File: config.mk
export PLATFORM = sky130hd
export DESIGN_NAME = uart_tx_feeder
export DESIGN_NICKNAME = d
export VERILOG_FILES = /design/src/rtl/uart_pkg.sv /design/src/rtl/uart_tx_feeder.sv
export SDC_FILE = /design/constraint.sdc
export NUM_CORES = 1
export LEC_CHECK = 0
export ABC_AREA = 1
export ABC_CLOCK_PERIOD_IN_PS = 2000
export CORE_ASPECT_RATIO = 0.8
export CORE_MARGIN = 2
export CORE_UTILIZATION = 45
export DETAILED_ROUTE_END_ITERATION = 12
export PLACE_DENSITY_LB_ADDON = 0.1
export SLEW_MARGIN = 15
export SYNTH_ARGS = -nofsm -noshare
export SYNTH_HDL_FRONTEND = slang
export SYNTH_SLANG_ARGS = --single-unit
File: constraint.sdc
create_clock -name clk -period 2 [get_ports clk]
set_clock_uncertainty 0.05 [all_clocks]
set_input_delay 0.2 -clock clk [delete_from_list [all_inputs] [get_ports clk]]
set_output_delay 0.2 -clock clk [all_outputs]
set_load 0.005 [all_outputs]
File: src/rtl/uart_pkg.sv
// Shared UART constants: baud/oversampling figures, transmit feeder timing
// defaults and the feeder state encoding.
package uart_pkg;

   // Baud generation: the UART core clock runs at 16x the bit rate.
   localparam int unsigned CLK_HZ     = 50_000_000;
   localparam int unsigned BAUD_RATE  = 9_600;
   localparam int unsigned OVERSAMPLE = 16;
   localparam int unsigned BAUD_DIV   = CLK_HZ / (BAUD_RATE * OVERSAMPLE);
   localparam int unsigned FRAME_BITS = 10;

   // Feeder timing defaults: 10 bits x 16 ticks plus 8 cycles of margin.
   localparam int unsigned FRAME_CYCLES_DEF  = FRAME_BITS * OVERSAMPLE + 8;
   localparam int unsigned STROBE_CYCLES_DEF = 2;

   // Datapath widths.
   localparam int unsigned DATA_W   = 8;
   localparam int unsigned TX_CNT_W = 16;

   // Transmit feeder states.
   typedef enum logic [2:0] {
      IDLE = 3'd0,
      RD   = 3'd1,
      CAP  = 3'd2,
      STB  = 3'd3,
      WAIT = 3'd4
   } feeder_state_e;

endpackage

File: src/rtl/uart_tx_feeder.sv
// Feeds the UART transmitter one byte per frame, taking bytes either from a
// source FIFO or from the receiver (echo). Echo bytes win over FIFO bytes.
//
// Ports:
//   clk, rst_n          16x baud clock, async active-low reset
//   fifo_empty/_data    source FIFO status and read data (data valid the
//   fifo_rd             cycle after the one-cycle fifo_rd strobe)
//   echo_en             enable echoing of received bytes
//   rx_data, rx_rdsig   receiver byte and byte-done (rising edge = new byte)
//   tx_data, tx_wrsig   transmitter data and start strobe
//   busy                high whenever the FSM is not IDLE
//   echo_ovf            sticky: an echo byte was dropped
//   tx_count            bytes sent, modulo 2^16
module uart_tx_feeder
   import uart_pkg::*;
#(
   parameter int unsigned FRAME_CYCLES  = FRAME_CYCLES_DEF,
   parameter int unsigned STROBE_CYCLES = STROBE_CYCLES_DEF
) (
   input  logic                clk,
   input  logic                rst_n,
   input  logic                fifo_empty,
   input  logic [DATA_W-1:0]   fifo_data,
   output logic                fifo_rd,
   input  logic                echo_en,
   input  logic [DATA_W-1:0]   rx_data,
   input  logic                rx_rdsig,
   output logic [DATA_W-1:0]   tx_data,
   output logic                tx_wrsig,
   output logic                busy,
   output logic                echo_ovf,
   output logic [TX_CNT_W-1:0] tx_count
);

   localparam int unsigned CNT_W = $clog2(FRAME_CYCLES + 1);

   feeder_state_e       state_q, state_d;
   logic [CNT_W-1:0]    cnt_q, cnt_d;
   logic [DATA_W-1:0]   tx_data_q, tx_data_d;
   logic [TX_CNT_W-1:0] tx_count_q, tx_count_d;
   logic                fifo_rd_q, fifo_rd_d;
   logic                tx_wrsig_q, tx_wrsig_d;
   logic                busy_q, busy_d;
   logic [DATA_W-1:0]   echo_buf_q, echo_buf_d;
   logic                echo_pend_q, echo_pend_d;
   logic                echo_ovf_q, echo_ovf_d;
   logic                rx_q;

   logic                rx_rise;
   logic                echo_take;
   logic                echo_consume;
   logic                stb_entry;

   // Receiver byte-done edge detect against the one-cycle history.
   assign rx_rise   = rx_rdsig & ~rx_q;
   assign echo_take = rx_rise & echo_en;

   // Next-state and registered-output decode.
   always_comb begin
      state_d      = state_q;
      cnt_d        = cnt_q;
      tx_data_d    = tx_data_q;
      echo_consume = 1'b0;

      unique case (state_q)
         IDLE: begin
            cnt_d = '0;
            if (echo_pend_q) begin
               state_d      = STB;
               tx_data_d    = echo_buf_q;
               echo_consume = 1'b1;
            end else if (!fifo_empty) begin
               state_d = RD;
            end
         end
         RD: begin
            cnt_d   = '0;
            state_d = CAP;
         end
         CAP: begin
            cnt_d     = '0;
            tx_data_d = fifo_data;
            state_d   = STB;
         end
         // cnt_q counts cycles since the first STB cycle across STB and WAIT.
         STB: begin
            cnt_d = cnt_q + CNT_W'(1);
            if (cnt_q == CNT_W'(STROBE_CYCLES - 1)) begin
               state_d = WAIT;
            end
         end
         WAIT: begin
            cnt_d = cnt_q + CNT_W'(1);
            if (cnt_q == CNT_W'(FRAME_CYCLES - 1)) begin
               state_d = IDLE;
               cnt_d   = '0;
            end
         end
         default: begin
            state_d = IDLE;
            cnt_d   = '0;
         end
      endcase

      // Outputs are registered copies of the state being entered.
      stb_entry  = (state_d == STB) && (state_q != STB);
      fifo_rd_d  = (state_d == RD);
      tx_wrsig_d = (state_d == STB);
      busy_d     = (state_d != IDLE);
      tx_count_d = tx_count_q + TX_CNT_W'(stb_entry);
   end

   // Echo buffer: a byte arriving on the consume cycle refills the buffer.
   always_comb begin
      echo_buf_d  = echo_buf_q;
      echo_pend_d = echo_pend_q;
      echo_ovf_d  = echo_ovf_q;

      if (echo_consume) begin
         echo_pend_d = 1'b0;
      end
      if (echo_take) begin
         if (!echo_pend_q || echo_consume) begin
            echo_buf_d  = rx_data;
            echo_pend_d = 1'b1;
         end else begin
            echo_ovf_d = 1'b1;
         end
      end
   end

   // State and output registers.
   always_ff @(posedge clk or negedge rst_n) begin
      if (!rst_n) begin
         state_q     <= IDLE;
         cnt_q       <= '0;
         tx_data_q   <= '0;
         tx_count_q  <= '0;
         fifo_rd_q   <= 1'b0;
         tx_wrsig_q  <= 1'b0;
         busy_q      <= 1'b0;
         echo_buf_q  <= '0;
         echo_pend_q <= 1'b0;
         echo_ovf_q  <= 1'b0;
         rx_q        <= 1'b0;
      end else begin
         state_q     <= state_d;
         cnt_q       <= cnt_d;
         tx_data_q   <= tx_data_d;
         tx_count_q  <= tx_count_d;
         fifo_rd_q   <= fifo_rd_d;
         tx_wrsig_q  <= tx_wrsig_d;
         busy_q      <= busy_d;
         echo_buf_q  <= echo_buf_d;
         echo_pend_q <= echo_pend_d;
         echo_ovf_q  <= echo_ovf_d;
         rx_q        <= rx_rdsig;
      end
   end

   assign fifo_rd  = fifo_rd_q;
   assign tx_data  = tx_data_q;
   assign tx_wrsig = tx_wrsig_q;
   assign busy     = busy_q;
   assign echo_ovf = echo_ovf_q;
   assign tx_count = tx_count_q;

endmodule
==> results of run 1 <==
state kept, by name, summed over array words and instances (netlist names):
name and cells:
tx_count 16, state_q 3, echo_ovf 1, rx_q 1, echo_buf_q 8, busy 1
tx_data 8, echo_pend_q 1, cnt_q 8, tx_wrsig 1, fifo_rd 1
final cells by class:
| class | instances | area share [%] |
|---|---|---|
| inverters | 35 | 4.28 |
| clock buffers | 6 | 2.37 |
| flip-flops and latches | 49 | 40.1 |
| multi-input cells | 174 | 31.0 |
| repair buffers | 58 | 18.4 |
| well taps | 62 | 2.53 |
| clock inverters | 2 | 1.26 |
layer usage:
layer	vias up	global-route usage (%)	share of wire, %
li1	949	-	-
met1	847	23.5	49
met2	32	29.5	46
met3	2	4.03	3.9
met4	0	4.84	0.61
met5	-	0	0
timing repair:
item,CTS,global route
setup endpoints to repair,0,4
hold buffers,1,0
setup buffers,0,2
endpoints found under the hold margin,23,0
gates resized for setup,0,7
path summary, 6_finish.rpt:
kind	end	slack, ns
min in group asynchronous	cnt_q[1]	0.39
worst max-delay path	tx_count[14]	0.13
max in group asynchronous	state_q[0]	0.96
worst min-delay path	rx_q	0.31
worst min register to register	echo_pend_q	0.43
worst max register to register	tx_count[14]	0.13
critical path, delay by kind of cell, from the launching register on:
family / cells / cell delay, ns
simple gates: 10 / 0.83
flops: 1 / 0.46
fa+ha+maj: 2 / 0.27
buf+inv: 2 / 0.14
power breakdown:
group / internal, mW / switching (mW) / total [mW]
sequential: 0.999 / 0.00505 / 1.00
combinational: 0.0566 / 0.0353 / 0.0919
clock: 0.376 / 0.320 / 0.696
total: 1.43 / 0.361 / 1.79
cell families (layout without fill, tap and decap cells):
logic type / count (synthesis) / in the layout / synth area share [%]
buffers and inverters: 38 / 101 / 6.95
AOI/OAI and AO/OA: 30 / 30 / 7.61
DFF: 49 / 49 / 53.7
and+or+nand+nor: 130 / 130 / 25.7
adders and majority gates: 4 / 4 / 2.19
xor gates and xnor gates: 10 / 10 / 3.83
synthesized netlist by cell type:
master	instances
a21oi_1	7
a21oi_2	3
a31o_2	1
buf_2	1
buf_6	2
dfrtp_1	49
ha_1	4
inv_1	33
inv_2	2
nand2_1	65
nand2_2	4
nand2_4	1
nand3_1	16
nand3_2	2
nand3b_1	1
nand4_1	3
nor2_1	28
nor2_2	2
nor2_4	3
nor3_1	4
nor3_2	1
o21ai_0	9
o21ai_1	4
o21bai_1	1
o22ai_1	5
xnor2_1	1
xor2_1	9
per-stage QoR:
| stage | TNS (ns) | hold slack [ns] | std cells |
|---|---|---|---|
| after global placement | 0 | 0.179 | 375 |
| after floorplan | -0.0846 | -0.146 | 261 |
| after detailed placement | 0 | 0.195 | 375 |
| after CTS | 0 | 0.304 | 384 |
| after global routing | -0.0163 | 0.330 | 386 |
| final | 0 | 0.312 | 386 |
==> results.yml, run 1 <==
global_routing:
  vias_in_the_first_global_route: 1734
  grt_antenna_before_repair: 0
  globalRoute.totalOverflow: 0
  global_route.usage.total_pct: 17.6
  global_route_wire_length_before_repair_um: 7970
  largest_net_degree_at_the_start_of_global_routing: 27
min_path:
  whs_path_depth: 1
  hold_path_class: "input port to register"
  hp-start: "rx_rdsig"
worst_setup_path:
  cp_max_fo: 5
  path_class: "register to register"
  end_kind: "register"
  cp_launch_type: "register"
  timing.critical_path.cells: "nor2_4 > nand2_2 > inv_1 > nor2_4 > inv_2 > ha_4 > ha_4 > nand2_2 > nor2_4 > nand3_4 > nor2_4 > nand2_1 > nand2_1 > nand2_1"
  cp_data_arrival_time_ns: 2.01
  rr_startpoint: "state_q[0]"
  max_stage_delay_cell_worst_path: "dfrtp_2"
  cp_data_required_time_ns: 2.14
  launch_point_of_the_worst_path: "state_q[0]"
  worst-r2r-cell-count: 14
  crit_path_frequent_cell: "nor2_4"
  worst_path_largest_cell_delay_ns: 0.46
final_layout:
  flow.area_growth_from_synthesis_pct: 34.3
  num-nets-final: 348
  multi_input_comb_area_sq_um: 952
  final_common_cell: "nand2_1"
  final-seq-area_sq_um: 1230
  post-route-util_pct: 62.0
  drive_gt1_share_pct: 13.6
  final_cell_mix: "nand2_1, clkdlybuf4s50_1, dfrtp_1, inv_1, nor2_1"
  antenna-diode-count: 0
  fillCellCount: 441
  design_area_sq_um: 3070
power_and_ir_drop:
  cellPowerDensity_nw_per_um2: 584
  total_power_mw: 1.79
  leakagePower_nw: 1.46
  max-vdd-ir-drop_uv: 395
floorplanning:
  start_util_pct: 46.2
  core.rowCount: 23
  ios: 49
  die_width_um: 83.7
  area_of_the_core_region_sq_um: 4950
  chipHeight_um: 67.7
  die_area_sq_um: 5670
status:
  status: "finished, final reports clean"
flow_run:
  drv.max_cap_violation_count: 0
clock_tree:
  cts_sinks: 49
  cts.path.max_buffers: 2
  cts_tree: "yes"
  ctsHtreeMaxLevel: 2
  cts-root-buf: "clkbuf_8"
  tritoncts.num_buffers: 5
  clk_pin_slew_ns: 0.09
  clock_insertion_delay_worst_skew_ns: 0.29
routing:
  drt-pass1-iter-count: 4
  avgViaCountPerCell: 4.74
  drt_iter0_drc: 54
  vias: 1830
  route.detailed.wl_per_inst_um: 11.8
  drt-total-wl_um: 4570
  drc: 0
  ant_nets: 0
sta:
  post-route-period-util_pct: 93.5
  setup_violating_endpoint_count_in_the_final_report: 0
  drv_slew: 0
  max-slew-margin-rel_pct: 60.5
  final.setup.worst_slack_ns: 0.130
  max_freq_mhz: 535
  final.min_clock_period_ns: 1.87
  tightestPinTransition_ns: 0.592
  finalHoldViolations: 0
placed_design:
  post_dp_cell_area_sq_um: 2910
  place.port_buffers: 48
  place_congestion: 0.804
  place_worst_setup_slack_ns: 0.0508
  detailedPlacementHpwl_um: 3500
synthesis:
  synth.avg_cell_area_sq_um: 8.75
  synth_seq_cells: 49
  synth_seq_area_share_pct: 53.7
  synth_fp_nets: 286
  netlist_area_before_placement_sq_um: 2280
  gate_count_of_the_mapped_netlist: 261
  ys_types: 27
  synth_area_leaders: "dfrtp_1, nand2_1, inv_1, nor2_1, nand3_1"
  synth.yosys.warnings: 0
  synth_top_cell_area_share_pct: 53.7
  synth_top_area_cell: "dfrtp_1"
Power figures use the tool's default switching activity.
==> inputs of run 2 (changes only) <==
- ABC_AREA: 1 -> default
==> results.yml, run 2 <==
floorplanning:
  ios: 49
  die_area_sq_um: 5520
  die_width_um: 82.6
  start_util_pct: 47.5
  area_of_the_core_region_sq_um: 4680
  core.rowCount: 22
  chipHeight_um: 66.9
synthesis:
  synthFlopType: "dfrtp_1"
  synth.avg_cell_area_sq_um: 11.4
  synth_seq_cells: 49
  synth_top_area_cell: "dfrtp_1"
  synth_top_cell_area_share_pct: 55.2
  synth_adder_area_share_pct: 2.25
  synth_area_leaders: "dfrtp_1, mux2_4, xnor2_1, xor2_1, nor2_1"
  synth.area.mux_share_pct: 5.41
  ys_types: 34
  ys_top_cells_by_count: "dfrtp_1, nor2_1, nand2_1"
  synth_top_family_by_area: "simple AND/OR/NAND/NOR gates"
  compound_cell_area_share_of_the_yosys_netlist_pct: 10.8
  netlist_area_before_placement_sq_um: 2220
  synth_simple_gate_area_share_pct: 16.0
  synth.yosys.warnings: 0
  asyncSetResetFlopFracSynth_pct: 100
  xor_and_xnor_area_share_after_synthesis_pct: 7.88
  yosysMostFrequentCell: "dfrtp_1"
  synth_seq_area_share_pct: 55.2
  synth_fp_nets: 220
  number_of_flops_mapped_to_enable_cells_by_yosys: 0
  gate_count_of_the_mapped_netlist: 195
global_routing:
  vias_in_the_first_global_route: 1702
  largest_net_degree_at_the_start_of_global_routing: 20
  globalRoute.totalOverflow: 0
  grt_antenna_before_repair: 0
  global_route.usage.total_pct: 19.1
  global_route_wire_length_before_repair_um: 7820
sta:
  grt_setup_unrepaired: "no"
  setup_violating_endpoint_count_in_the_final_report: 0
  max_freq_mhz: 530
  final.min_clock_period_ns: 1.89
  fin_hold_ws_ns: 0.266
  final.setup.worst_slack_ns: 0.112
  tightestPinTransition_ns: 0.447
  drv_slew: 0
  finalHoldViolations: 0
  post-route-period-util_pct: 94.4
  max-slew-margin-rel_pct: 69.9
  totalNegativeSetupSlack_ns: 0
clock_tree:
  ctsHtreeMaxLevel: 2
  clock_insertion_delay_worst_skew_ns: 0.31
  cts-root-buf: "clkbuf_8"
  cts_tree: "yes"
  post_cts.repair.setup_buffers: 0
  clk_pin_slew_ns: 0.09
  cts.path.max_buffers: 2
  cts_sinks: 49
  tritoncts.num_buffers: 5
power_and_ir_drop:
  total_power_mw: 1.66
  combPwrFrac_pct: 5.6
  clock_power_share_pct: 34.0
  max-vdd-ir-drop_uv: 485
  power.share.sequential_pct: 60.4
  cellPowerDensity_nw_per_um2: 570
  switching_share_pct: 21.9
  leakagePower_nw: 1.28
  power_switching_mw: 0.364
  cellInternalPower_mw: 1.30
final_layout:
  post-route-util_pct: 62.5
  fillCellCount: 395
  largest_reg_flops: 16
  final_common_cell: "dfrtp_1"
  multi_input_comb_area_sq_um: 990
  final-seq-area_sq_um: 1230
  antenna-diode-count: 0
  num-nets-final: 276
  flow.area_growth_from_synthesis_pct: 31.5
  design_area_sq_um: 2920
  finalNonFillerCells: 312
  drive_gt1_share_pct: 14.3
  final_cell_mix: "dfrtp_1, clkdlybuf4s50_1, nor2_1, nand2_1, xnor2_1"
routing:
  route.detailed.wl_per_inst_um: 14.3
  ant_nets: 0
  vias: 1607
  avgViaCountPerCell: 5.15
  drt-pass1-iter-count: 4
  drt-total-wl_um: 4470
  drc: 0
  drt_iter0_drc: 65
status:
  status: "finished, final reports clean"
placed_design:
  place_worst_setup_slack_ns: 0.0572
  place_congestion: 0.826
  post_dp_cell_area_sq_um: 2810
  placed_cells_incl_taps: 303
  place.port_buffers: 48
  detailedPlacementHpwl_um: 3190
worst_setup_path:
  timing.rr.end: "tx_count[10]"
  worst_path_largest_cell_delay_ns: 0.39
  timing.critical_path.cells: "or2_4 > nor2_2 > ha_4 > ha_4 > and4_2 > nand2b_4 > nor2_1 > xor2_1"
  path_class: "register to register"
  cp_max_fo: 9
  regToRegSetupSlack_ns: 0.11
  worst-r2r-cell-count: 8
  max_stage_delay_cell_worst_path: "dfrtp_1"
  end_kind: "register"
  crit_path_frequent_cell: "ha_4"
  cp_data_required_time_ns: 2.18
  cp_launch_type: "register"
  cp_data_arrival_time_ns: 2.07
  path_buf_inv: 0
  rr_startpoint: "state_q[0]"
  top_cell_family_by_delay_on_the_critical_path: "simple AND/OR/NAND/NOR gates"
min_path:
  hold_path_class: "input port to asynchronous set/reset pin"
flow_run:
  drv.max_cap_violation_count: 0
## run 2: what timing repair did
action | 4_1_cts | 5_1_grt
endpoints found under the hold margin | 14 | 0
hold buffers | 1 | 0
resized for setup | 0 | 3
endpoints found under the setup margin | 0 | 3
## run 2: final cells by class
cell class / count / share of cell area (%)
tap: 60 / 2.57
clock inverter: 2 / 0.342
multi-input combinational: 137 / 33.9
clock buffer: 6 / 2.48
timing repair buffer: 57 / 18.7
sequential: 49 / 42.0
inverter: 1 / 0.128
## run 2: metal layers
metal	GRT usage (%)	wire, um	share of wire (%)	vias up
met5	0	0	0	-
met4	9.84	68	1.5	0
met3	5.01	188	4.2	7
met2	27.8	2020	45	33
met1	26.0	2190	49	775
li1	-	-	-	792
## run 2: power groups by stage
| stage | clock (mW) | combinational [mW] | sequential, mW |
|---|---|---|---|
| finish | 0.566 | 0.0931 | 1.01 |
| global route | 0.622 | 0.104 | 1.01 |
| CTS | 0.587 | 0.0958 | 1.01 |
| detailed placement | 0 | 0.0935 | 1.03 |
| global placement | 0 | 0.0933 | 1.03 |
| floorplan | 0 | 0.0114 | 1.03 |
## run 2: worst reg2reg max path: stages (launching register included)
cell and delay [ns]:
dfrtp_1 0.39, or2_4 0.30, nor2_2 0.14, ha_4 0.17, ha_4 0.14, and4_2 0.26
nand2b_4 0.08, nor2_1 0.13, xor2_1 0.17
## run 2: worst max-delay path by stage
stage	start	end	slack (ns)	depth (start not counted)
detailed placement	state_q[0]	tx_count[10]	0.06	8
finish	state_q[0]	tx_count[10]	0.11	8
CTS	state_q[0]	tx_count[10]	0.05	8
global route	state_q[0]	tx_count[10]	0.02	8
global placement	state_q[0]	tx_count[10]	0.17	8
floorplan	state_q[0]	tx_count[12]	0.05	10
## run 2: kinds of logic (layout without fill, tap and decap cells)
kind of cell / count (synthesis) / after routing
multiplexers: 8 / 8
AND/OR/NAND/NOR: 71 / 71
AO/OA/AOI/OAI: 34 / 34
flip-flops: 49 / 49
buffers and inverters: 9 / 66
adder cells (fa/ha/maj): 4 / 4
XOR/XNOR: 20 / 20
==> inputs of run 3 (changes only) <==
- PLACE_DENSITY: default -> 0.79
- PLACE_DENSITY_LB_ADDON: 0.1 -> default
==> results.yml, run 3 (synthesis gave the netlist of run 2 again) <==
status:
  status: "finished, final reports clean"
worst_setup_path:
  path_buf_inv: 0
  max_stage_delay_cell_worst_path: "dfrtp_1"
  timing.critical_path.cells: "or2_4 > nor2_4 > ha_4 > ha_4 > and4_4 > nand2b_4 > nor3_4 > xor2_1"
  worst_path_largest_cell_delay_ns: 0.38
  crit_path_frequent_cell: "ha_4"
  path_class: "register to register"
  cp_data_required_time_ns: 2.16
  cp_data_arrival_time_ns: 2.06
  cp_launch_type: "register"
  end_kind: "register"
  cp_max_fo: 9
  top_cell_family_by_delay_on_the_critical_path: "simple AND/OR/NAND/NOR gates"
routing:
  ant_nets: 0
  route.detailed.wl_per_inst_um: 14.5
  drt-total-wl_um: 4520
  vias: 1600
  drt-pass1-iter-count: 4
  avgViaCountPerCell: 5.14
  drt_iter0_drc: 105
  drc: 0
floorplanning:
  ios: 49
  die_width_um: 82.6
  chipHeight_um: 66.9
  core.rowCount: 22
  die_area_sq_um: 5520
  area_of_the_core_region_sq_um: 4680
  start_util_pct: 47.5
clock_tree:
  cts_tree: "yes"
  clock_insertion_delay_worst_skew_ns: 0.29
  cts-root-buf: "clkbuf_8"
  post_cts.repair.setup_buffers: 0
  ctsHtreeMaxLevel: 2
  clk_pin_slew_ns: 0.08
  cts.path.max_buffers: 2
  cts_sinks: 49
  tritoncts.num_buffers: 5
final_layout:
  antenna-diode-count: 0
  num-nets-final: 275
  largest_reg_flops: 16
  design_area_sq_um: 2940
  fillCellCount: 396
  drive_gt1_share_pct: 13.1
  flow.area_growth_from_synthesis_pct: 32.2
  final-seq-area_sq_um: 1230
  final_common_cell: "dfrtp_1"
  multi_input_comb_area_sq_um: 1000
  final_cell_mix: "dfrtp_1, clkdlybuf4s50_1, nor2_1, nand2_1, xnor2_1"
  post-route-util_pct: 62.8
global_routing:
  global_route.usage.total_pct: 18.0
  global_route_wire_length_before_repair_um: 7430
  globalRoute.totalOverflow: 0
  vias_in_the_first_global_route: 1563
  largest_net_degree_at_the_start_of_global_routing: 28
  grt_antenna_before_repair: 0
placed_design:
  detailedPlacementHpwl_um: 3340
  place.port_buffers: 48
  place_congestion: 0.802
  post_dp_cell_area_sq_um: 2820
min_path:
  hold_path_class: "input port to register"
sta:
  max-slew-margin-rel_pct: 65.1
  tightestPinTransition_ns: 0.518
  drv_slew: 0
  setup_violating_endpoint_count_in_the_final_report: 0
  max_freq_mhz: 528
  final.min_clock_period_ns: 1.89
  grt_setup_unrepaired: "no"
  totalNegativeSetupSlack_ns: 0
  finalHoldViolations: 0
  post-route-period-util_pct: 94.6
power_and_ir_drop:
  leakagePower_nw: 1.29
  cellPowerDensity_nw_per_um2: 560
  max-vdd-ir-drop_uv: 391
flow_run:
  drv.max_cap_violation_count: 0
## run 3: changes by cell type in the layout (fill, tap and decap cells not counted)
cell      previous run  this run
and4_2               1         0
nor3_4               0         1
nor3_2               2         1
buf_4                8         6
buf_12               0         1
and4_4               0         1
clkinv_2             2         0
nor2_2               2         1
nor2_4               0         1
clkbuf_1             1         3
## run 3: per-layer routing
metal / wire length (um) / part of all wire, % / global-route usage, %
met4: 48 / 1.1 / 5.33
met1: 2160 / 48 / 24.6
met2: 2150 / 47 / 28.8
met5: 0 / 0 / 0
met3: 167 / 3.7 / 3.93
## run 3: worst paths after layout
kind	startpoint	end	slack (ns)	cells past startpoint
setup / recovery	state_q[0]	tx_count[12]	0.11	8
max in group asynchronous	rst_n	busy	1.01	3
min in group asynchronous	rst_n	tx_count[9]	0.37	2
setup reg to reg	state_q[0]	tx_count[12]	0.11	8
hold reg to reg	echo_ovf	echo_ovf	0.45	1
hold / removal	rx_rdsig	rx_q	0.32	1
## run 3: final cells by class
class / count / area share, %
Sequential cell: 49 / 41.7
Inverter: 1 / 0.128
Clock buffer: 8 / 2.73
Tap cell: 60 / 2.56
Timing Repair Buffer: 56 / 18.7
Multi-Input combinational cell: 137 / 34.1
## run 3: what timing repair did
| item | CTS | global route |
|---|---|---|
| endpoints found under the hold margin | 22 | 0 |
| setup endpoints to repair | 0 | 3 |
| hold buffers | 1 | 0 |
| resized for setup | 0 | 5 |
## run 3: power by group
part,switching [mW],total (mW),internal (mW)
clock,0.297,0.546,0.249
combinational,0.0345,0.0946,0.0602
sequential,0.00664,1.01,0.999
total,0.338,1.65,1.31
## run 3: stage by stage
stage / hold WS [ns] / setup WS (ns) / cells / power (mW)
after floorplan: -0.146 / 0.0464 / 195 / 1.04
after global placement: 0.151 / 0.183 / 302 / 1.12
after detailed placement: 0.157 / 0.0560 / 302 / 1.12
after CTS: 0.315 / 0.0327 / 311 / 1.67
after global routing: 0.331 / 0.00784 / 311 / 1.72
final: 0.320 / 0.107 / 311 / 1.65
